===== src/rtl/mux_pkg.sv =====
// Shared constants and helpers for the registered N:1 channel mux.
package mux_pkg;

  localparam int MUX_MODE_SEL = 0;
  localparam int MUX_MODE_RR  = 1;

  // Select/grant width: ceil(log2(n)), never narrower than one bit.
  function automatic int clog2_min1(input int n);
    return (n <= 2) ? 1 : $clog2(n);
  endfunction

endpackage


===== src/rtl/rr_pick.sv =====
// Rotating priority encoder: first asserted req strictly after ptr, wrapping modulo N.
module rr_pick #(
  parameter int N     = 4,
  parameter int SEL_W = 2
) (
  input  logic [N-1:0]     req,
  input  logic [SEL_W-1:0] ptr,
  output logic             found,
  output logic [SEL_W-1:0] idx
);

  logic [SEL_W-1:0] cand;

  // Scan ptr+1 .. ptr+N; the first hit wins, so ptr itself has lowest priority.
  always_comb begin
    found = 1'b0;
    idx   = '0;
    cand  = '0;
    for (int k = 1; k <= N; k++) begin
      cand = SEL_W'((int'(ptr) + k) % N);
      if (!found && req[cand]) begin
        found = 1'b1;
        idx   = cand;
      end
    end
  end

endmodule


===== src/rtl/mux_n_reg.sv =====
// N-input registered selector with valid/ready on every channel.
// Channel chosen by explicit sel or by round-robin over in_valid.
module mux_n_reg
  import mux_pkg::*;
#(
  parameter int WIDTH   = 32,
  parameter int N       = 4,
  parameter int SEL_W   = clog2_min1(N),
  parameter int RR_MODE = MUX_MODE_SEL
) (
  input  logic                 clk,
  input  logic                 rst_n,
  input  logic [N*WIDTH-1:0]   in_data,
  input  logic [N-1:0]         in_valid,
  output logic [N-1:0]         in_ready,
  input  logic [SEL_W-1:0]     sel,
  output logic [WIDTH-1:0]     out_data,
  output logic                 out_valid,
  input  logic                 out_ready,
  output logic [SEL_W-1:0]     grant,
  output logic                 sel_err
);

  localparam logic [SEL_W:0] N_L = (SEL_W+1)'(N);

  logic [N-1:0][WIDTH-1:0] ch;
  logic                    can_load;
  logic                    pick_found;
  logic [SEL_W-1:0]        pick_idx;
  logic                    sel_bad;
  logic                    xfer;

  assign ch = in_data;

  // Single-entry register that may drain and reload in the same cycle.
  // Gating with rst_n keeps every in_ready low while reset is held.
  assign can_load = rst_n && (!out_valid || out_ready);

  // Out-of-range select only exists when N is not a power of two.
  assign sel_bad = (RR_MODE == MUX_MODE_SEL) && ({1'b0, sel} >= N_L);

  generate
    if (RR_MODE == MUX_MODE_RR) begin : g_rr
      logic [SEL_W-1:0] ptr;

      rr_pick #(.N(N), .SEL_W(SEL_W)) u_pick (
        .req   (in_valid),
        .ptr   (ptr),
        .found (pick_found),
        .idx   (pick_idx)
      );

      // Pointer remembers the last winner; reset value makes channel 0 first.
      always_ff @(posedge clk or negedge rst_n) begin
        if (!rst_n)    ptr <= SEL_W'(N - 1);
        else if (xfer) ptr <= pick_idx;
      end
    end else begin : g_sel
      assign pick_found = !sel_bad;
      assign pick_idx   = sel;
    end
  endgenerate

  assign xfer = pick_found && can_load && in_valid[pick_idx];

  // Only the chosen channel sees ready; stalls and bad selects give none.
  always_comb begin
    in_ready = '0;
    if (can_load && pick_found) in_ready[pick_idx] = 1'b1;
  end

  // Output stage: load on transfer, clear valid on a plain drain, else hold.
  always_ff @(posedge clk or negedge rst_n) begin
    if (!rst_n) begin
      out_data  <= '0;
      out_valid <= 1'b0;
      grant     <= '0;
    end else if (xfer) begin
      out_data  <= ch[pick_idx];
      out_valid <= 1'b1;
      grant     <= pick_idx;
    end else if (out_ready) begin
      out_valid <= 1'b0;
    end
  end

  // One-cycle error pulse for a bad select seen while the register could load.
  always_ff @(posedge clk or negedge rst_n) begin
    if (!rst_n) sel_err <= 1'b0;
    else        sel_err <= sel_bad && can_load;
  end

endmodule


===== config.mk =====
export PLATFORM = sky130hd
export DESIGN_NAME = mux_n_reg
export DESIGN_NICKNAME = d
export VERILOG_FILES = /design/src/rtl/mux_pkg.sv /design/src/rtl/rr_pick.sv /design/src/rtl/mux_n_reg.sv
export SDC_FILE = /design/constraint.sdc
export NUM_CORES = 1
export LEC_CHECK = 0
export ABC_AREA = 0
export ABC_CLOCK_PERIOD_IN_PS = 1400
export BUFFER_PORTS_ARGS = -buffer_cell sky130_fd_sc_hd__buf_2
export CORE_ASPECT_RATIO = 0.5
export CORE_MARGIN = 2
export CORE_UTILIZATION = 35
export CTS_BUF_LIST = sky130_fd_sc_hd__clkbuf_8
export CTS_CLUSTER_SIZE = 14
export DETAILED_ROUTE_END_ITERATION = 16
export PLACE_DENSITY = 0.86
export SLEW_MARGIN = 20
export SYNTH_ARGS = -nofsm -noshare
export SYNTH_HDL_FRONTEND = slang
export SYNTH_SLANG_ARGS = --single-unit
export TNS_END_PERCENT = 20

===== constraint.sdc =====
create_clock -name clk -period 1.4 [get_ports clk]
set_clock_uncertainty 0.2 [all_clocks]
set_input_delay 0.07 -clock clk [delete_from_list [all_inputs] [get_ports clk]]
set_output_delay 0.07 -clock clk [all_outputs]
set_load 0.1 [all_outputs]

Word level (Yosys, flattened, before mapping)
Cells that the tools add are included.
W data, S select, Z words.

word-level totals
  logic and storage cells = 20
  output and inout bits = 40
  input bits = 137
  bits in registers = 35

cells by class
  reduce and logical (&&, ||, !) cells = 6
  magnitude comparators = 2
  muxes and demuxes = 9

operators with widths
  operator              number
  $bmux W32 S2          1
  $mux W32              1
  $mux W1               4
  $mux W4               1
  $logic_and A1 B1 Y1   3
  $lt A2 B3 Y1 const B  1
  $bmux W1 S2           1
  $demux W1 S2          1
  $ge A2 B1 Y1 const B  1
  $reduce_bool A2 Y1    1
  $logic_not A1 Y1      1
  $logic_or A1 B1 Y1    1

Longest topological paths before layout
Gate-level depths: netlist of run 1.

  word-level depth = 5
  mapped depth = 5

Worst setup path after synthesis of run 1
Ideal clock, no wire load.

  path kind = register -> output
  start point = register out_valid
  end point = output in_ready[0]
  stages on the path, launching flop included = 4
  slack = -2.106 ns
  arrival time = 3.236 ns
  cells stage by stage = dfrtp_1 -> nand2b_1 -> nand2_1 -> nor3_1

on the way
  longest elaborated chain between the ends = 4

ends and longest elaborated chain
  item                    line             RTL
  from (decl)             mux_n_reg.sv:18  output logic out_valid,
  from (signal assigned)  mux_n_reg.sv:76  out_valid <= 1'b0;
  from (signal assigned)  mux_n_reg.sv:80  out_valid <= 1'b1;
  from (signal assigned)  mux_n_reg.sv:83  out_valid <= 1'b0;
  $logic_not A1 Y1        mux_n_reg.sv:37  assign can_load = rst_n && (!out_valid || out_ready);
  $logic_or A1 B1 Y1      mux_n_reg.sv:37
  $logic_and A1 B1 Y1     mux_n_reg.sv:37
  $mux W4                 mux_n_reg.sv:69  if (can_load && pick_found) in_ready[pick_idx] = 1'b1;
  to (decl)               mux_n_reg.sv:15  output logic [N-1:0] in_ready,

No other way between the ends.

Final worst setup path of run 1
  start point = register out_valid
  end point = output in_ready[3]

The elaborated chain is that of the path after synthesis.

==> qor_table.md, run 1 <==
| Parameter | Reported |
|---|---|
| Required time at the endpoint of the critical path | 1.13 ns |
| Detailed-route DRC error count | 0 |
| DIE HEIGHT | 61.6 µm |
| Per-instance average area after synthesis | 18.0 µm² |
| Inst Count DP | 394 |
| CP peak stage delay | 0.49 ns |
| Number of levels the H-tree was split into | 2 |
| Count of cell types in the netlist | 21 |
| Fin Hold WS | 0.0270 ns |
| Synthesized Nets | 266 |
| Initial DRC count | 105 |
| Startpoint types | flop |
| Leakage dissipation | 1.89 nW |
| Dominant delay contributor by cell family on the critical path | flip-flops |
| Reg2Reg Capture Point | out_data[6] |
| Sequence of cells on the critical path | nand2b_4 -> buf_12 -> nand3_4 -> nor2_4 -> buf_12 |
| Synth warnings | 0 |
| Final cell count without fillers | 409 |
| Floorplan core area | 6230 µm² |
| Failing checks | setup timing |
| Overflow after GRT | 0 |
| Sequential cell area | 880 µm² |
| Layout filler cell count | 448 |
| Clock sinks | 35 |
| Net count, final | 457 |
| Antenna diode instance count | 0 |
| Cell repeated most along the worst path | sky130_fd_sc_hd__buf_12 |
| Total number of vias | 2086 |
| Final count of hold timing violations | 0 |
| Max capacitance violation total | 0 |
| Origin of the critical flop-to-flop path | out_valid |
| Cell area after technology mapping | 2320 µm² |
| Setup violators final | 38 |
| Critical-path cell with the highest stage delay | sky130_fd_sc_hd__dfrtp_4 |
| Hold Path End | out_data[2] |
| PwrDens | 1640 nW/µm² |
| Antenna violations before repair | 0 |
| Largest net degree at the start of global routing | 37 |
| Hold Path Depth | 3 |
| Pins Over Slew Limit | 0 |
| Buffers on Ports | 175 |
| Type of the most critical hold path | input pin to flop |
| Footprint of the multi-input gates | 1400 µm² |
| Standard-cell rows | 20 |
| Time the final worst path needs with I/O delays and setup | 1.68 ns |
| Maximum clock frequency | 594 MHz |
| Most used cells in the layout excluding fill and tap cells | 165 x sky130_fd_sc_hd__buf_2, 34 x sky130_fd_sc_hd__dfrtp_1, 31 x sky130_fd_sc_hd__mux4_2 |
| Relative area change from synthesis to final layout | 60.8% |
| Vias per Instance | 5.10 |
| Wire length of the first global-routing pass | 11100 µm |
| Logic depth of the worst path, buffers included | 5 |
| CTS tree | built |
| Number of cell instances on the worst register-to-register path | 5 |
| Unrepaired setup endpoints after global routing | true |
| Layout cell share with drive strength beyond 1 | 85.7% |
| Clock transition at the registers of the reported paths | 0.08 ns |
| Initial standard-cell utilization of the core | 37.3% |
| HPWL after detailed placement | 6220 µm |
| Initial DRT Pass Iterations | 4 |
| Chip width | 119 µm |
| Share of synthesized area occupied by flip-flops and latches | 37.7% |
| Part of the cycle the worst path needs | 120% |
| Worst min-delay path startpoint | in_data[98] |
| Root Driver | sky130_fd_sc_hd__clkbuf_8 |
| Via count of the first global-routing pass | 2288 |
| Final WS setup | -0.284 ns |
| Top fanout value on the critical path | 2 |
| Path type of the worst setup path | flop to output pin |
| Result of the run | finished, violations left |
| Critical path endpoint category | output pin |
| Total Routed Length | 7990 µm |
| Die outline area | 7350 µm² |
| Boundary pin count | 177 |
| R2R setup slack | -0.25 ns |
| Global router's overall resource usage | 20.4% |
| Max VDD drop | 0.486 mV |
| Arrival time at the worst endpoint | 1.41 ns |
| Buffer levels on the longest clock path | 2 |
| Most frequent standard cell in the layout excluding fill and tap cells | sky130_fd_sc_hd__buf_2 |
| Overall power after layout | 6.12 mW |
| ANT nets after route | 0 |
| TritonCTS buffer count | 5 |
| Routability cong. | 0.853 |
| WP buf/inv | 2 |
| Clock latency on the worst-skew pair | 0.28 ns |
| Avg WL per Cell | 19.5 µm |
| Util after Layout | 60.0% |
| Register bit count reported by yosys | 35 |
| Synthesized instance count | 129 |
state kept, by name (all words and copies together) (netlist names):
register / flops
out_valid: 1
grant: 2
out_data: 32
per-stage QoR:
step | setup WS, ns | setup TNS, ns | area [µm²]
after floorplan | -0.532 | -11.84 | 2380
after global routing | -0.312 | -9.64 | 3740
final | -0.284 | -8.76 | 3740
after detailed placement | -0.330 | -10.13 | 3500
after CTS | -0.311 | -8.47 | 3680
after global placement | -0.290 | -9.40 | 3500
cell families after synthesis:
| kind of cell | count (synthesis) | synth area share (%) |
|---|---|---|
| AO/OA/AOI/OAI | 2 | 0.754 |
| buffers and inverters | 13 | 4.90 |
| flip-flops | 35 | 37.7 |
| multiplexers | 68 | 54.0 |
| other | 1 | 0.161 |
| AND/OR/NAND/NOR | 10 | 2.53 |
repair_timing:
| item | in CTS | in global routing |
|---|---|---|
| buffers inserted | 1 | 0 |
| hold buffers | 1 | 4 |
| gates cloned | 1 | 0 |
| gates resized for setup | 5 | 5 |
| endpoints found under the hold margin | 35 | 2 |
| endpoints found under the setup margin | 39 | 41 |
| pin swaps | 3 | 2 |
worst reg2reg max path, cell delays in order (launching register included):
cell and delay [ns]:
sky130_fd_sc_hd__dfrtp_4 0.49, sky130_fd_sc_hd__nand2b_4 0.09, sky130_fd_sc_hd__buf_4 0.13, sky130_fd_sc_hd__nand3_4 0.13, sky130_fd_sc_hd__buf_12 0.20, sky130_fd_sc_hd__mux2_4 0.30
how the worst max path moves through the flow:
stage / slack, ns / end / from
final: -0.28 / in_ready[3] / out_valid
after global routing: -0.31 / in_ready[3] / out_valid
after CTS: -0.31 / in_ready[3] / out_valid
after detailed placement: -0.33 / out_data[17] / sel[0]
after global placement: -0.29 / out_data[17] / sel[0]
after floorplan: -0.53 / in_ready[0] / out_valid
synth_stat cells:
master | instances | share of area [%]
sky130_fd_sc_hd__nor3_1 | 2 | 0.43
sky130_fd_sc_hd__a31o_2 | 1 | 0.38
sky130_fd_sc_hd__mux2_2 | 6 | 2.9
sky130_fd_sc_hd__buf_4 | 1 | 0.32
sky130_fd_sc_hd__nand3_4 | 1 | 0.75
sky130_fd_sc_hd__nand2b_1 | 1 | 0.27
sky130_fd_sc_hd__nand2_1 | 2 | 0.32
sky130_fd_sc_hd__mux2_4 | 29 | 19
sky130_fd_sc_hd__conb_1 | 1 | 0.16
sky130_fd_sc_hd__buf_12 | 3 | 2.6
sky130_fd_sc_hd__nor2_1 | 2 | 0.32
sky130_fd_sc_hd__buf_1 | 1 | 0.16
sky130_fd_sc_hd__nand3_1 | 2 | 0.43
sky130_fd_sc_hd__buf_2 | 4 | 0.86
sky130_fd_sc_hd__mux4_1 | 2 | 2.3
sky130_fd_sc_hd__inv_1 | 1 | 0.16
sky130_fd_sc_hd__clkbuf_1 | 2 | 0.32
sky130_fd_sc_hd__buf_6 | 1 | 0.48
sky130_fd_sc_hd__dfrtp_1 | 35 | 38
sky130_fd_sc_hd__mux4_2 | 31 | 30
sky130_fd_sc_hd__a22o_1 | 1 | 0.38
where the power goes:
part	total [mW]	internal, mW	switching, mW	leakage, nW
logic	3.69	1.01	2.68	1.42
clock network	0.950	0.576	0.373	0.0612
registers	1.48	1.30	0.185	0.409
total	6.12	2.88	3.24	1.89
layout make-up:
cell class,count,share of cell area [%]
sequential,35,23.5
clock buffer,6,2.21
clock inverter,2,0.938
inverter,1,0.100
timing repair buffer,196,32.8
multi-input combinational,81,37.4
tap,88,2.95
layer usage:
layer	vias to the layer above	share of wire, %	GRT usage (%)
met2	84	59	41.3
met5	-	0	0
met3	24	4.5	5.37
li1	904	-	-
met4	0	3.1	11.4
met1	1074	34	20.1
Power figures use the tool's default switching activity.
==> inputs of run 2 (changes only) <==
--- a/config.mk
+++ b/config.mk
@@ -6,7 +6,7 @@
 export NUM_CORES = 1
 export LEC_CHECK = 0
 export ABC_AREA = 0
-export ABC_CLOCK_PERIOD_IN_PS = 1400
+export ABC_CLOCK_PERIOD_IN_PS = 1410
 export BUFFER_PORTS_ARGS = -buffer_cell sky130_fd_sc_hd__buf_2
 export CORE_ASPECT_RATIO = 0.5
 export CORE_MARGIN = 2
@@ -14,7 +14,7 @@
 export CTS_BUF_LIST = sky130_fd_sc_hd__clkbuf_8
 export CTS_CLUSTER_SIZE = 14
 export DETAILED_ROUTE_END_ITERATION = 16
-export PLACE_DENSITY = 0.86
+export PLACE_DENSITY = 0.75
 export SLEW_MARGIN = 20
 export SYNTH_ARGS = -nofsm -noshare
 export SYNTH_HDL_FRONTEND = slang
==> constraint.sdc (replaced) <==
create_clock -name clk -period 1.41 [get_ports clk]
set_clock_uncertainty 0.2 [all_clocks]
set_input_delay 0.0705 -clock clk [delete_from_list [all_inputs] [get_ports clk]]
set_output_delay 0.0705 -clock clk [all_outputs]
set_load 0.1 [all_outputs]
==> run 2 against run 1 <==
Effect of this change: the flow still finishes with violations (setup timing); sequential cell count stayed put; register-to-register slack worse by 0.05 ns; clock-buffer cell count is 1 higher; critical path type is now flop to flop; critical endpoint is now out_data[14]; global-route usage is 2.5 points lower; wire length is 13% lower; critical path depth is 1 higher.
==> qor_table.md, run 2 (synthesis gave the netlist of run 1 again) <==
| Parameter | Reported | Change |
|---|---|---|
| Result of the run | finished, violations left | unchanged |
| Failing checks | setup timing | unchanged |
| PwrDens | 1570 nW/µm² | was 1640 nW/µm² |
| Top fanout value on the critical path | 5 | was 2 |
| Unrepaired setup endpoints after global routing | true | unchanged |
| Chip width | 119 µm | unchanged |
| Net count, final | 460 | was 457 |
| Number of levels the H-tree was split into | 2 | unchanged |
| Buffer levels on the longest clock path | 2 | unchanged |
| Area after DPL | 3510 µm² | was 3500 µm² |
| Hold Path Depth | 3 | unchanged |
| Part of the cycle the worst path needs | 121% |  |
| Critical path endpoint category | flop | was output pin |
| Registers with the most flip-flops | out_data (32), grant (2), out_valid (1) | unchanged |
| Wire length of the first global-routing pass | 10100 µm | was 11100 µm |
| Hold Path End | out_data[25] | was out_data[2] |
| ANT nets after route | 0 | unchanged |
| Maximum clock frequency | 585 MHz |  |
| Post-Route Setup TNS | -9.57 ns | was -8.76 ns |
| Final instance area | 3740 µm² | about the same |
| Initial DRT Pass Iterations | 4 | unchanged |
| Switching share of power | 53.7% | was 52.9% |
| Antenna violations before repair | 0 | unchanged |
| DIE HEIGHT | 61.6 µm | unchanged |
| Largest register FFs | 32 | unchanged |
| Reg2Reg Capture Point | out_data[14] | was out_data[6] |
| Pins Over Slew Limit | 0 | unchanged |
| Internal power | 2.72 mW | was 2.88 mW |
| Boundary pin count | 177 | unchanged |
| Worst setup slack after placement | -0.332 ns | was -0.330 ns |
| Arrival time at the worst endpoint | 1.67 ns | was 1.41 ns |
| Die outline area | 7350 µm² | unchanged |
| CTS tree | built | unchanged |
| Relative area change from synthesis to final layout | 61.2% | was 60.8% |
| Overflow after GRT | 0 | unchanged |
| Number of cell instances on the worst register-to-register path | 6 | was 5 |
| Final cell count without fillers | 412 | was 409 |
| Layout cell share with drive strength beyond 1 | 86.4% | was 85.7% |
| Largest net degree at the start of global routing | 22 | was 37 |
| Initial standard-cell utilization of the core | 37.3% | unchanged |
| Floorplan core area | 6230 µm² | unchanged |
| Avg WL per Cell | 16.8 µm | was 19.5 µm |
| Most used cells in the layout excluding fill and tap cells | 169 x sky130_fd_sc_hd__buf_2, 34 x sky130_fd_sc_hd__dfrtp_1, 31 x sky130_fd_sc_hd__mux4_2 | was 165 x sky130_fd_sc_hd__buf_2, 34 x sky130_fd_sc_hd__dfrtp_1, 31 x sky130_fd_sc_hd__mux4_2 |
| Most flops, register | out_data | unchanged |
| Final WS setup | -0.298 ns | was -0.284 ns |
| Root Driver | sky130_fd_sc_hd__clkbuf_8 | unchanged |
| Time the final worst path needs with I/O delays and setup | 1.71 ns |  |
| Initial DRC count | 73 | was 105 |
| Type of the most critical hold path | input pin to flop | unchanged |
| Most frequent standard cell in the layout excluding fill and tap cells | sky130_fd_sc_hd__buf_2 | unchanged |
| Clock share of power | 13.3% | was 15.5% |
| Total number of vias | 1993 | was 2086 |
| Buffers on Ports | 175 | unchanged |
| Total Routed Length | 6930 µm | was 7990 µm |
| Clock transition at the registers of the reported paths | 0.07 ns | was 0.08 ns |
| Global router's overall resource usage | 17.9% | was 20.4% |
| Inst Count DP | 396 | was 394 |
| Origin of the critical flop-to-flop path | out_valid | unchanged |
| R2R setup slack | -0.30 ns | was -0.25 ns |
| Layout filler cell count | 483 | was 448 |
| Antenna diode instance count | 0 | unchanged |
| Routability cong. | 0.774 | was 0.853 |
| Sequential cell area | 880 µm² | unchanged |
| Path type of the worst setup path | flop to flop | was flop to output pin |
| Fin Hold WS | 0.0350 ns | was 0.0270 ns |
| Detailed-route DRC error count | 0 | unchanged |
| Clock latency on the worst-skew pair | 0.28 ns | about the same |
| Max VDD drop | 0.655 mV | was 0.486 mV |
| Worst min-delay path startpoint | in_data[89] | was in_data[98] |
| Setup violators final | 39 | was 38 |
| Via count of the first global-routing pass | 2137 | was 2288 |
| Power dissipated by switching net loads | 3.16 mW | was 3.24 mW |
| Standard-cell rows | 20 | unchanged |
| TritonCTS buffer count | 5 | unchanged |
| Startpoint types | flop | unchanged |
| Proportion of power drawn by flip-flops and latches | 25.0% | was 24.3% |
| Clock sinks | 35 | unchanged |
| Vias per Instance | 4.84 | was 5.10 |
| Max capacitance violation total | 0 | unchanged |
| HPWL after detailed placement | 5810 µm | was 6220 µm |
| Required time at the endpoint of the critical path | 1.37 ns | was 1.13 ns |
| Leakage dissipation | 1.91 nW | was 1.89 nW |
| Part of the total power dissipated in combinational logic | 61.7% | was 60.2% |
| Footprint of the multi-input gates | 1390 µm² | was 1400 µm² |
| Final count of hold timing violations | 0 | unchanged |
run 2: changes by cell type in the layout (fill, tap and decap cells not counted), moves of 2 or more:
cell                            delta
sky130_fd_sc_hd__dlygate4sd3_1     -2
sky130_fd_sc_hd__buf_4             +3
sky130_fd_sc_hd__clkbuf_4          -2
sky130_fd_sc_hd__buf_2             +4
run 2: power groups by stage:
| stage | logic [mW] | clock network (mW) | registers [mW] |
|---|---|---|---|
| after floorplan | 0.785 | 0 | 3.54 |
| after global placement | 3.53 | 0 | 1.47 |
| after detailed placement | 3.58 | 0 | 1.48 |
| after CTS | 3.63 | 0.802 | 1.47 |
| after global routing | 3.73 | 0.863 | 1.50 |
| final | 3.63 | 0.784 | 1.47 |
run 2: area by class of cell:
class | count | area share, %
multi-input cells | 81 | 37.2
inverters | 1 | 0.100
clock inverters | 1 | 0.100
clock buffers | 7 | 2.57
flip-flops and latches | 35 | 23.5
repair buffers | 199 | 33.6
well taps | 88 | 2.94
run 2: critical path, cell delays in order (launching register included):
cell	delay, ns
sky130_fd_sc_hd__dfrtp_4	0.49
sky130_fd_sc_hd__nand2b_4	0.08
sky130_fd_sc_hd__buf_4	0.11
sky130_fd_sc_hd__nand3_4	0.11
sky130_fd_sc_hd__buf_12	0.16
sky130_fd_sc_hd__clkbuf_16	0.15
sky130_fd_sc_hd__mux2_4	0.29
run 2: worst max-delay path by stage:
stage	startpoint	slack, ns	to
final	out_valid	-0.30	out_data[14]
after floorplan	out_valid	-0.52	in_ready[0]
after global routing	out_valid	-0.33	in_ready[3]
after detailed placement	sel[0]	-0.33	out_data[15]
after CTS	out_valid	-0.29	in_ready[2]
after global placement	sel[0]	-0.29	out_data[17]
run 2: timing repair:
item	CTS	global route
hold buffers	2	0
resized for setup	2	1
pin swaps	3	1
endpoints found under the setup margin	38	40
hold endpoints to repair	35	0
buffers inserted	4	0
gates cloned	1	1
run 2: per-layer routing:
layer | share of wire (%) | global-route usage (%) | up-vias
met1 | 39 | 21.2 | 1017
met4 | 1.5 | 7.14 | 0
met5 | 0 | 0 | -
met2 | 57 | 34.7 | 51
met3 | 3.1 | 2.41 | 10
li1 | - | - | 915
run 2: metrics by stage:
step | total power, mW | util, %
2_1_floorplan | 4.32 | -
3_3_place_gp | 5.00 | 56.4
3_5_place_dp | 5.06 | 56.4
4_1_cts | 5.90 | 59.7
5_1_grt | 6.10 | 60.1
6_report | 5.88 | 60.1
